**src/rtl/mem_wb_bridge_pkg.sv**
```systemverilog
// Shared widths, FSM state type and latched request context for the bridge.
package mem_wb_bridge_pkg;

  localparam int unsigned WB_ADDR_W = 30;
  localparam int unsigned WB_DATA_W = 32;
  localparam int unsigned WB_SEL_W  = WB_DATA_W / 8;
  localparam int unsigned ID_W      = 2;
  localparam int unsigned RLEN_W    = 5;

  typedef enum logic [1:0] {
    IDLE  = 2'd0,
    READ  = 2'd1,
    WRITE = 2'd2
  } state_e;

  // Request fields that live for the whole transaction
  typedef struct packed {
    logic [RLEN_W-1:0] rlen;
    logic [ID_W-1:0]   id;
    logic              rmw;
  } req_ctx_t;

endpackage

```
**src/rtl/mem_wb_bridge_if.sv**
```systemverilog
// Core memory port plus Wishbone-classic master signals of the bridge.
interface mem_wb_bridge_if;
  import mem_wb_bridge_pkg::*;

  // Core memory request / response
  logic                 request;
  logic [WB_ADDR_W-1:0] addr;
  logic [RLEN_W-1:0]    rlen;
  logic                 rnw;
  logic                 rmw;
  logic [ID_W-1:0]      id;
  logic [WB_SEL_W-1:0]  wbe;
  logic [WB_DATA_W-1:0] wdata;
  logic                 ack;
  logic                 rvalid;
  logic [WB_DATA_W-1:0] rdata;
  logic [ID_W-1:0]      rid;
  logic                 inv;
  logic [WB_ADDR_W-1:0] inv_addr;
  logic                 write_outstanding;

  // Wishbone bus
  logic                 wb_cyc;
  logic                 wb_stb;
  logic                 wb_we;
  logic                 wb_lock;
  logic [WB_SEL_W-1:0]  wb_sel;
  logic [WB_ADDR_W-1:0] wb_adr;
  logic [WB_DATA_W-1:0] wb_dat_w;
  logic                 wb_ack;
  logic                 wb_err;
  logic [WB_DATA_W-1:0] wb_dat_r;

  // Bridge view
  modport slave (
    input  request, addr, rlen, rnw, rmw, id, wbe, wdata,
    input  wb_ack, wb_err, wb_dat_r,
    output ack, rvalid, rdata, rid, inv, inv_addr, write_outstanding,
    output wb_cyc, wb_stb, wb_we, wb_lock, wb_sel, wb_adr, wb_dat_w
  );

  // Environment view (arbiter + Wishbone slave)
  modport master (
    output request, addr, rlen, rnw, rmw, id, wbe, wdata,
    output wb_ack, wb_err, wb_dat_r,
    input  ack, rvalid, rdata, rid, inv, inv_addr, write_outstanding,
    input  wb_cyc, wb_stb, wb_we, wb_lock, wb_sel, wb_adr, wb_dat_w
  );

endinterface

```
**src/rtl/mem_wb_bridge_beat_timer.sv**
```systemverilog
// Per-beat wait counter; expire_o rises once LIMIT strobe cycles elapse without a clear.
module wb_beat_timer #(
  parameter int unsigned LIMIT = 1024
) (
  input  logic clk,
  input  logic rst,
  input  logic clear_i,
  input  logic en_i,
  output logic expire_o
);

  localparam int unsigned CNT_W = $clog2(LIMIT + 1);

  logic [CNT_W-1:0] cnt_q, cnt_d;
  logic             expire_q, expire_d;

  // Next count and expiry flag
  always_comb begin
    cnt_d = cnt_q;
    if (clear_i) begin
      cnt_d = '0;
    end else if (en_i) begin
      cnt_d = cnt_q + CNT_W'(1);
    end
    expire_d = !clear_i && (cnt_d == CNT_W'(LIMIT));
  end

  // Counter register with synchronous reset
  always_ff @(posedge clk) begin
    if (!rst) begin
      cnt_q    <= '0;
      expire_q <= 1'b0;
    end else begin
      cnt_q    <= cnt_d;
      expire_q <= expire_d;
    end
  end

  assign expire_o = expire_q;

endmodule

```
**src/rtl/mem_wb_bridge.sv**
```systemverilog
// Expands arbitrated read bursts / single writes into Wishbone-classic single-word cycles.
module mem_wb_bridge
  import mem_wb_bridge_pkg::*;
#(
  parameter int unsigned TIMEOUT_CYCLES = 1024,
  parameter bit          INCLUDE_LOCK   = 1'b1
) (
  input logic            clk,
  input logic            rst,
  mem_wb_bridge_if.slave bus
);

  state_e               state_q, state_d;
  req_ctx_t             ctx_q, ctx_d;
  logic [RLEN_W-1:0]    beat_q, beat_d;

  logic                 rvalid_q, rvalid_d;
  logic [WB_DATA_W-1:0] rdata_q, rdata_d;
  logic [ID_W-1:0]      rid_q, rid_d;
  logic                 wout_q, wout_d;
  logic                 cyc_q, cyc_d;
  logic                 we_q, we_d;
  logic                 lock_q, lock_d;
  logic [WB_SEL_W-1:0]  sel_q, sel_d;
  logic [WB_ADDR_W-1:0] adr_q, adr_d;
  logic [WB_DATA_W-1:0] dat_w_q, dat_w_d;

  logic accept_c, done_c, last_c, data_ok_c, expire, timer_clear;

  // Request handshake and beat completion (ack+err together counts as err)
  assign accept_c    = rst && bus.request && (state_q == IDLE);
  assign done_c      = (state_q != IDLE) && (bus.wb_ack || bus.wb_err || expire);
  assign last_c      = (state_q == WRITE) || (beat_q == ctx_q.rlen);
  assign data_ok_c   = bus.wb_ack && !bus.wb_err;
  assign timer_clear = accept_c || done_c;

  // Optional per-beat timeout
  generate
    if (TIMEOUT_CYCLES != 0) begin : g_timer
      wb_beat_timer #(.LIMIT(TIMEOUT_CYCLES)) u_timer (
        .clk      (clk),
        .rst      (rst),
        .clear_i  (timer_clear),
        .en_i     (cyc_q),
        .expire_o (expire)
      );
    end else begin : g_no_timer
      assign expire = 1'b0;
    end
  endgenerate

  // State register
  always_ff @(posedge clk) begin
    if (!rst) state_q <= IDLE;
    else      state_q <= state_d;
  end

  // Next-state logic
  always_comb begin
    state_d = state_q;
    unique case (state_q)
      IDLE:        if (accept_c) state_d = bus.rnw ? READ : WRITE;
      READ, WRITE: if (done_c && last_c) state_d = IDLE;
      default:     state_d = IDLE;
    endcase
  end

  // Next values of latched context and registered outputs
  always_comb begin
    ctx_d    = ctx_q;
    beat_d   = beat_q;
    rvalid_d = 1'b0;
    rdata_d  = rdata_q;
    rid_d    = rid_q;
    sel_d    = sel_q;
    adr_d    = adr_q;
    dat_w_d  = dat_w_q;
    if (accept_c) begin
      ctx_d   = '{rlen: bus.rlen, id: bus.id, rmw: bus.rmw};
      beat_d  = '0;
      adr_d   = bus.addr;
      sel_d   = bus.rnw ? {WB_SEL_W{1'b1}} : bus.wbe;
      dat_w_d = bus.wdata;
    end
    if (done_c && (state_q == READ)) begin
      rvalid_d = 1'b1;
      rid_d    = ctx_q.id;
      rdata_d  = data_ok_c ? bus.wb_dat_r : '0;
      beat_d   = beat_q + RLEN_W'(1);
      adr_d    = adr_q + WB_ADDR_W'(1);
    end
    cyc_d  = (state_d != IDLE);
    we_d   = (state_d == WRITE);
    wout_d = (state_d == WRITE);
    lock_d = INCLUDE_LOCK && (state_d != IDLE) && ctx_d.rmw;
  end

  // Datapath and output registers
  always_ff @(posedge clk) begin
    if (!rst) begin
      ctx_q    <= '0;
      beat_q   <= '0;
      rvalid_q <= 1'b0;
      rdata_q  <= '0;
      rid_q    <= '0;
      wout_q   <= 1'b0;
      cyc_q    <= 1'b0;
      we_q     <= 1'b0;
      lock_q   <= 1'b0;
      sel_q    <= '0;
      adr_q    <= '0;
      dat_w_q  <= '0;
    end else begin
      ctx_q    <= ctx_d;
      beat_q   <= beat_d;
      rvalid_q <= rvalid_d;
      rdata_q  <= rdata_d;
      rid_q    <= rid_d;
      wout_q   <= wout_d;
      cyc_q    <= cyc_d;
      we_q     <= we_d;
      lock_q   <= lock_d;
      sel_q    <= sel_d;
      adr_q    <= adr_d;
      dat_w_q  <= dat_w_d;
    end
  end

  assign bus.ack               = accept_c;
  assign bus.rvalid            = rvalid_q;
  assign bus.rdata             = rdata_q;
  assign bus.rid               = rid_q;
  assign bus.write_outstanding = wout_q;
  assign bus.wb_cyc            = cyc_q;
  assign bus.wb_stb            = cyc_q;
  assign bus.wb_we             = we_q;
  assign bus.wb_lock           = lock_q;
  assign bus.wb_sel            = sel_q;
  assign bus.wb_adr            = adr_q;
  assign bus.wb_dat_w          = dat_w_q;
  assign bus.inv               = 1'b0;
  assign bus.inv_addr          = '0;

endmodule

```
**src/flat_wrapper.sv**
```systemverilog
// flat-port wrapper written by rule: the top's interface ports become plain ports
module mem_wb_bridge_flat import mem_wb_bridge_pkg::*;
#(
  parameter int unsigned TIMEOUT_CYCLES = 1024,
  parameter bit          INCLUDE_LOCK   = 1'b1
)
  (clk, rst, bus_request, bus_addr, bus_rlen, bus_rnw, bus_rmw, bus_id, bus_wbe, bus_wdata, bus_wb_ack, bus_wb_err, bus_wb_dat_r, bus_ack, bus_rvalid, bus_rdata, bus_rid, bus_inv, bus_inv_addr, bus_write_outstanding, bus_wb_cyc, bus_wb_stb, bus_wb_we, bus_wb_lock, bus_wb_sel, bus_wb_adr, bus_wb_dat_w);
  mem_wb_bridge_if bus_i ();
  input logic clk;
  input logic rst;
  input wire logic [$bits(bus_i.request)-1:0] bus_request;
  input wire logic [$bits(bus_i.addr)-1:0] bus_addr;
  input wire logic [$bits(bus_i.rlen)-1:0] bus_rlen;
  input wire logic [$bits(bus_i.rnw)-1:0] bus_rnw;
  input wire logic [$bits(bus_i.rmw)-1:0] bus_rmw;
  input wire logic [$bits(bus_i.id)-1:0] bus_id;
  input wire logic [$bits(bus_i.wbe)-1:0] bus_wbe;
  input wire logic [$bits(bus_i.wdata)-1:0] bus_wdata;
  input wire logic [$bits(bus_i.wb_ack)-1:0] bus_wb_ack;
  input wire logic [$bits(bus_i.wb_err)-1:0] bus_wb_err;
  input wire logic [$bits(bus_i.wb_dat_r)-1:0] bus_wb_dat_r;
  output wire logic [$bits(bus_i.ack)-1:0] bus_ack;
  output wire logic [$bits(bus_i.rvalid)-1:0] bus_rvalid;
  output wire logic [$bits(bus_i.rdata)-1:0] bus_rdata;
  output wire logic [$bits(bus_i.rid)-1:0] bus_rid;
  output wire logic [$bits(bus_i.inv)-1:0] bus_inv;
  output wire logic [$bits(bus_i.inv_addr)-1:0] bus_inv_addr;
  output wire logic [$bits(bus_i.write_outstanding)-1:0] bus_write_outstanding;
  output wire logic [$bits(bus_i.wb_cyc)-1:0] bus_wb_cyc;
  output wire logic [$bits(bus_i.wb_stb)-1:0] bus_wb_stb;
  output wire logic [$bits(bus_i.wb_we)-1:0] bus_wb_we;
  output wire logic [$bits(bus_i.wb_lock)-1:0] bus_wb_lock;
  output wire logic [$bits(bus_i.wb_sel)-1:0] bus_wb_sel;
  output wire logic [$bits(bus_i.wb_adr)-1:0] bus_wb_adr;
  output wire logic [$bits(bus_i.wb_dat_w)-1:0] bus_wb_dat_w;
  assign bus_i.request = bus_request;
  assign bus_i.addr = bus_addr;
  assign bus_i.rlen = bus_rlen;
  assign bus_i.rnw = bus_rnw;
  assign bus_i.rmw = bus_rmw;
  assign bus_i.id = bus_id;
  assign bus_i.wbe = bus_wbe;
  assign bus_i.wdata = bus_wdata;
  assign bus_i.wb_ack = bus_wb_ack;
  assign bus_i.wb_err = bus_wb_err;
  assign bus_i.wb_dat_r = bus_wb_dat_r;
  assign bus_ack = bus_i.ack;
  assign bus_rvalid = bus_i.rvalid;
  assign bus_rdata = bus_i.rdata;
  assign bus_rid = bus_i.rid;
  assign bus_inv = bus_i.inv;
  assign bus_inv_addr = bus_i.inv_addr;
  assign bus_write_outstanding = bus_i.write_outstanding;
  assign bus_wb_cyc = bus_i.wb_cyc;
  assign bus_wb_stb = bus_i.wb_stb;
  assign bus_wb_we = bus_i.wb_we;
  assign bus_wb_lock = bus_i.wb_lock;
  assign bus_wb_sel = bus_i.wb_sel;
  assign bus_wb_adr = bus_i.wb_adr;
  assign bus_wb_dat_w = bus_i.wb_dat_w;
  mem_wb_bridge #(.TIMEOUT_CYCLES(TIMEOUT_CYCLES), .INCLUDE_LOCK(INCLUDE_LOCK)) u_core (.clk(clk), .rst(rst), .bus(bus_i));
endmodule
```
**config.mk**
```make
export PLATFORM = sky130hd
export DESIGN_NAME = mem_wb_bridge_flat
export DESIGN_NICKNAME = d
export VERILOG_FILES = /design/src/rtl/mem_wb_bridge_pkg.sv /design/src/rtl/mem_wb_bridge_if.sv /design/src/rtl/mem_wb_bridge_beat_timer.sv /design/src/rtl/mem_wb_bridge.sv /design/src/flat_wrapper.sv
export SDC_FILE = /design/constraint.sdc
export NUM_CORES = 1
export LEC_CHECK = 0
export CAP_MARGIN = 20
export CORE_MARGIN = 1.5
export CORE_UTILIZATION = 46
export DETAILED_ROUTE_END_ITERATION = 10
export PLACE_DENSITY = 0.86
export SLEW_MARGIN = 0
export SYNTH_ARGS = -nofsm -noshare
export SYNTH_HDL_FRONTEND = slang
export SYNTH_HIERARCHICAL = 1
export SYNTH_SLANG_ARGS = --single-unit
```
**constraint.sdc**
```tcl
create_clock -name clk -period 5.2 [get_ports clk]
set_input_delay 1.04 -clock clk [delete_from_list [all_inputs] [get_ports clk]]
set_output_delay 1.04 -clock clk [all_outputs]
set_load 0.1 [all_outputs]
```
Word level (Yosys, flattened, before mapping)
Cells that the tools add are included.
{ "totals": {"reg_bits": 131, "out_inout_bits": 138, "elab_cells": 57} }
{ "op_classes": {"add_sub_neg": 3, "n_eq_ne": 5, "mux": 14, "n_reduce_logical": 19} }
{ "op_table": {"columns": ["operator", "count"], "rows": [
  ["2-to-1 mux 30 bit", 2],
  ["2-to-1 mux 32 bit", 1],
  ["adder 30 x 1 -> 30 bit (second input constant)", 1],
  ["2-to-1 mux 11 bit", 2],
  ["adder 11 x 1 -> 11 bit (second input constant)", 1],
  ["== test 11 bit (second input constant)", 1],
  ["2-to-1 mux 5 bit", 2],
  ["logical AND 1 bit", 8],
  ["2-to-1 mux 2 bit", 3],
  ["nonzero test 2 bit", 3],
  ["adder 5 x 1 -> 5 bit (second input constant)", 1],
  ["== test 5 bit", 1],
  ["== test 2 bit (second input constant)", 2],
  ["logical OR 1 bit", 4],
  ["2-to-1 mux 4 bit", 1],
  ["one-hot mux 2 bit (2 select lines)", 1],
  ["== test 2 x 1 -> 1 bit (second input constant)", 1],
  ["zero test 1 bit", 2],
  ["zero test 2 bit", 1],
  ["2-to-1 mux 1 bit", 2],
  ["OR reduction 2 bit", 1]
]} }

Longest topological paths before layout
{ "logic_depth": {"ltp_word": 8, "ltp_mapped": 9, "depth_no_buf": 9} }

Hierarchy
Netlist, hierarchy kept.
{ "modules_own_cells": {"columns": ["module", "instances", "cells_each", "area_per_inst_um2", "seq_area_each_um2"], "rows": [
  ["mem_wb_bridge", 1, 602, 5183.7, 2382.3],
  ["wb_beat_timer", 1, 77, 673.1, 240.2]
]} }

Worst setup path before layout
Ideal clock, no wire load.
{ "synth_timing": {"path_type": "input to output", "start": "in rst", "end": "out bus_ack", "arrival_ns": 1.995, "slack_ns": 2.165, "cell_stages": 3, "path_cell_list": "clkbuf_1 -> nand2_1 -> inv_1"} }
{ "synth_via": {"elab_chain_len": 2} }
{ "synth_lines": {"columns": ["element", "line_no", "rtl"], "rows": [
  ["start, declared", "flat_wrapper.sv:10", "input logic rst;"],
  ["logical AND 1 bit (2 in a row)", "mem_wb_bridge.sv:31", "assign accept_c = rst && bus.request && (state_q == IDLE);"],
  ["end, declared", "flat_wrapper.sv:22", "output wire logic [$bits(bus_i.ack)-1:0] bus_ack;"]
]} }
No other way between the ends.

Final worst setup path
Same ends and word-level chain as after synthesis.

==> impl_metrics.tcl <==
set metrics [dict create \
    die-area_um2 13400 \
    slowest_stage "clkdlybuf4s50_1" \
    hold_path_end "u_core/bus.wb_dat_w[26]$_SDFFE_PN0P_" \
    ctsResizeCount 0 \
    netlist_area_um2 5860 \
    min_path_cells 2 \
    grt_max_degree 80 \
    drt-wirelength-per-cell_um 15.0 \
    fin_crit_sh 0.660 \
    cp_max_fo 10 \
    drv_slew 0 \
    final_common_cell "clkdlybuf4s50_1" \
    num_vias 5615 \
    rrSetupSlack_ps 2260 \
    drc 0 \
    netlist_instances 679 \
    avgSynthCellArea_um2 8.63 \
    antenna_found_initial 0 \
    crit_path_end_kind "output pin" \
    crit_chain "clkdlybuf4s50_1 -> nand2_1 -> inv_1 -> buf_4" \
    hpwl_mm 11.1 \
    grt_pass1_vias 5021 \
    die_h_um 116 \
    htree_levels 4 \
    grt_pass1_wl_mm 24.2 \
    max_stage_delay_ps 700 \
    postSynth.asyncResetShare 0 \
    mostFrequentLayoutCells "clkdlybuf4s50_1, dfxtp_1, nand2_1" \
    ys_warn_count 6 \
    finalHoldViolations 0 \
    cts.sinks 131 \
    min_path_type "reg -> reg" \
    diodes 0 \
    drive_above_1_share 0.0751 \
    nNetsFinal 998 \
    setup_viol 0 \
    cts_hold_buf 0 \
    finalCriticalPeriod_ps 3430 \
    synth_edf_count 0 \
    worst_pin_slew_ps 1160 \
    post_cts_buffers 0 \
    worstHoldStart "u_core/bus.wb_dat_w[26]$_SDFFE_PN0P_" \
    core_um2 12500 \
    vias_per_cell 5.28 \
    clk_path_buf_depth 2 \
    ys_ff_latch 131 \
    fin_setup_tns_ps 0 \
    area_delta_synth_final_pct 47.1 \
    cts_made_buffers 17 \
    leakage_nw 3.23 \
    die-width_um 116 \
    drt-pass1-iter-count 5 \
    run_status "complete, no violations" \
    ir_drop_v 0.000199 \
    synthDistinctLibCells 64 \
    synth.area.top_cells "dfxtp_1, nand2_1, a21oi_1" \
    ant_nets 0 \
    regToRegEndpoint "u_core/bus.wb_adr[28]$_SDFFE_PN0P_" \
    io-pin-count 250 \
    crit_type "in -> out" \
    slew_headroom 0.226 \
    finClkSkew_ps 10.3 \
    place_area_um2 8000 \
    gp_congestion 0.805 \
    clk_pin_slew_ps 60 \
    start_kind "primary input" \
    yosysTopAreaCell "dfxtp_1" \
    grt.overflow.total 0 \
    synth_top_cell_area_share 0.448 \
    rr_worst_depth 8 \
    track_usage 0.229 \
    total_power_mw 3.36 \
    initial_utilization 0.468 \
    finish.utilization 0.688 \
    drt_iter0_markers 484 \
    fin_area_um2 8620 \
    clockRootBuffer "clkbuf_16" \
    rsz0062_at_grt "no" \
    wl_mm 15.9 \
    drv_cap 0 \
    timing.rr.start "u_core/state_q[0]$_SDFF_PN0_" \
    ys.flop_type "dfxtp_1" \
    max_freq_mhz 291 \
    p_per_area_nw_per_um2 390 \
    port_buffers 218 \
    cts_tree "done" \
    arrival_ps 2390 \
    num_rows 41 \
    worstPathRequired_ps 4160 \
    yosysSeqAreaShare 0.448 \
    insertion_delay_ps 410 \
]
[registers in the layout, summed over array words and instances (netlist names), 2 cells and up]
| signal | count |
|---|---|
| u_core/beat_q | 5 |
| u_core/bus.wb_dat_w | 32 |
| u_core/state_q | 2 |
| u_core/bus.rid | 2 |
| u_core/bus.rdata | 32 |
| u_core/g_timer.u_timer/cnt_q | 11 |
| u_core/bus.wb_adr | 30 |
| u_core/ctx_q | 8 |
| u_core/bus.wb_sel | 4 |
[cell usage after synthesis, types with 4 or more instances]
library cell    n
dfxtp_1       131
nand2_1       123
a21oi_1        64
nor2_1         45
a22o_1         33
buf_4          33
clkbuf_1       29
nand3_1        19
nor3_1         17
a31oi_1        15
nand4_1        14
o21ai_0        12
inv_1          10
o211ai_1        9
xnor2_1         8
buf_2           7
ha_1            7
nand2b_1        7
nor2b_1         7
a2bb2oi_1       5
or3_1           5
xor2_1          5
a311oi_1        4
nor4_1          4
nor4_4          4
[per-layer routing]
| metal | track usage | share of wire | vias to the layer above | wire length (um) |
|---|---|---|---|---|
| met4 | 0.0740 | 0.014 | 0 | 218 |
| met1 | 0.282 | 0.42 | 2594 | 6610 |
| met3 | 0.0816 | 0.099 | 23 | 1590 |
| li1 | - | - | 2750 | - |
| met5 | 0 | 0 | - | 0 |
| met2 | 0.375 | 0.47 | 248 | 7510 |
[worst max path at each step]
| stage | to | slack (ps) | depth (start not counted) | from |
|---|---|---|---|---|
| finish | bus_ack | 1770 | 4 | rst |
| global route | bus_ack | 1650 | 4 | rst |
| CTS | bus_ack | 1730 | 4 | rst |
| detailed placement | u_core/bus.wb_adr[28]$_SDFFE_PN0P_ | 1640 | 7 | bus_request |
| global placement | u_core/bus.rdata[6]$_SDFFE_PN0P_ | 1690 | 7 | bus_wb_err |
| floorplan | bus_ack | 2170 | 3 | rst |
[area by class of cell]
class,instances,area (um^2)
clock buffer,19,443
multi-input combinational,494,2900
tap,172,215
inverter,11,41.3
sequential,131,2620
fill,1024,3900
timing repair buffer,224,2230
clock inverter,13,159
[cells by family (layout without fill, tap and decap cells)]
family                   count (synthesis)  count (layout)  synth area share
flip-flops                             131             131             0.448
AO/OA/AOI/OAI                          166             166             0.190
multiplexers                             3               3           0.00534
adder cells (fa/ha/maj)                  7               7            0.0150
buffers and inverters                   84             267            0.0767
XOR/XNOR                                13              13            0.0194
other                                    1              31          0.000640
AND/OR/NAND/NOR                        274             274             0.245
[power breakdown]
| group | switching, mW | internal, mW | leakage [nW] | total [mW] |
|---|---|---|---|---|
| clock | 0.442 | 0.765 | 0.289 | 1.21 |
| sequential | 0.0697 | 1.07 | 1.07 | 1.14 |
| combinational | 0.749 | 0.264 | 1.88 | 1.01 |
[per-stage QoR]
stage	instances	hold WS, ps	setup slack, ps
after floorplan	709	432	2170
after detailed placement	1031	446	1640
after global placement	1031	441	1690
after global routing	1064	466	1650
final	1064	452	1770
after CTS	1063	454	1730
[worst max-delay path: cells and delay by family]
kind / cells / cell delay, ps
and+or+nand+nor: 1 / 200
buffers and inverters: 3 / 1140
No activity file was read; power rests on OpenSTA's default activity.
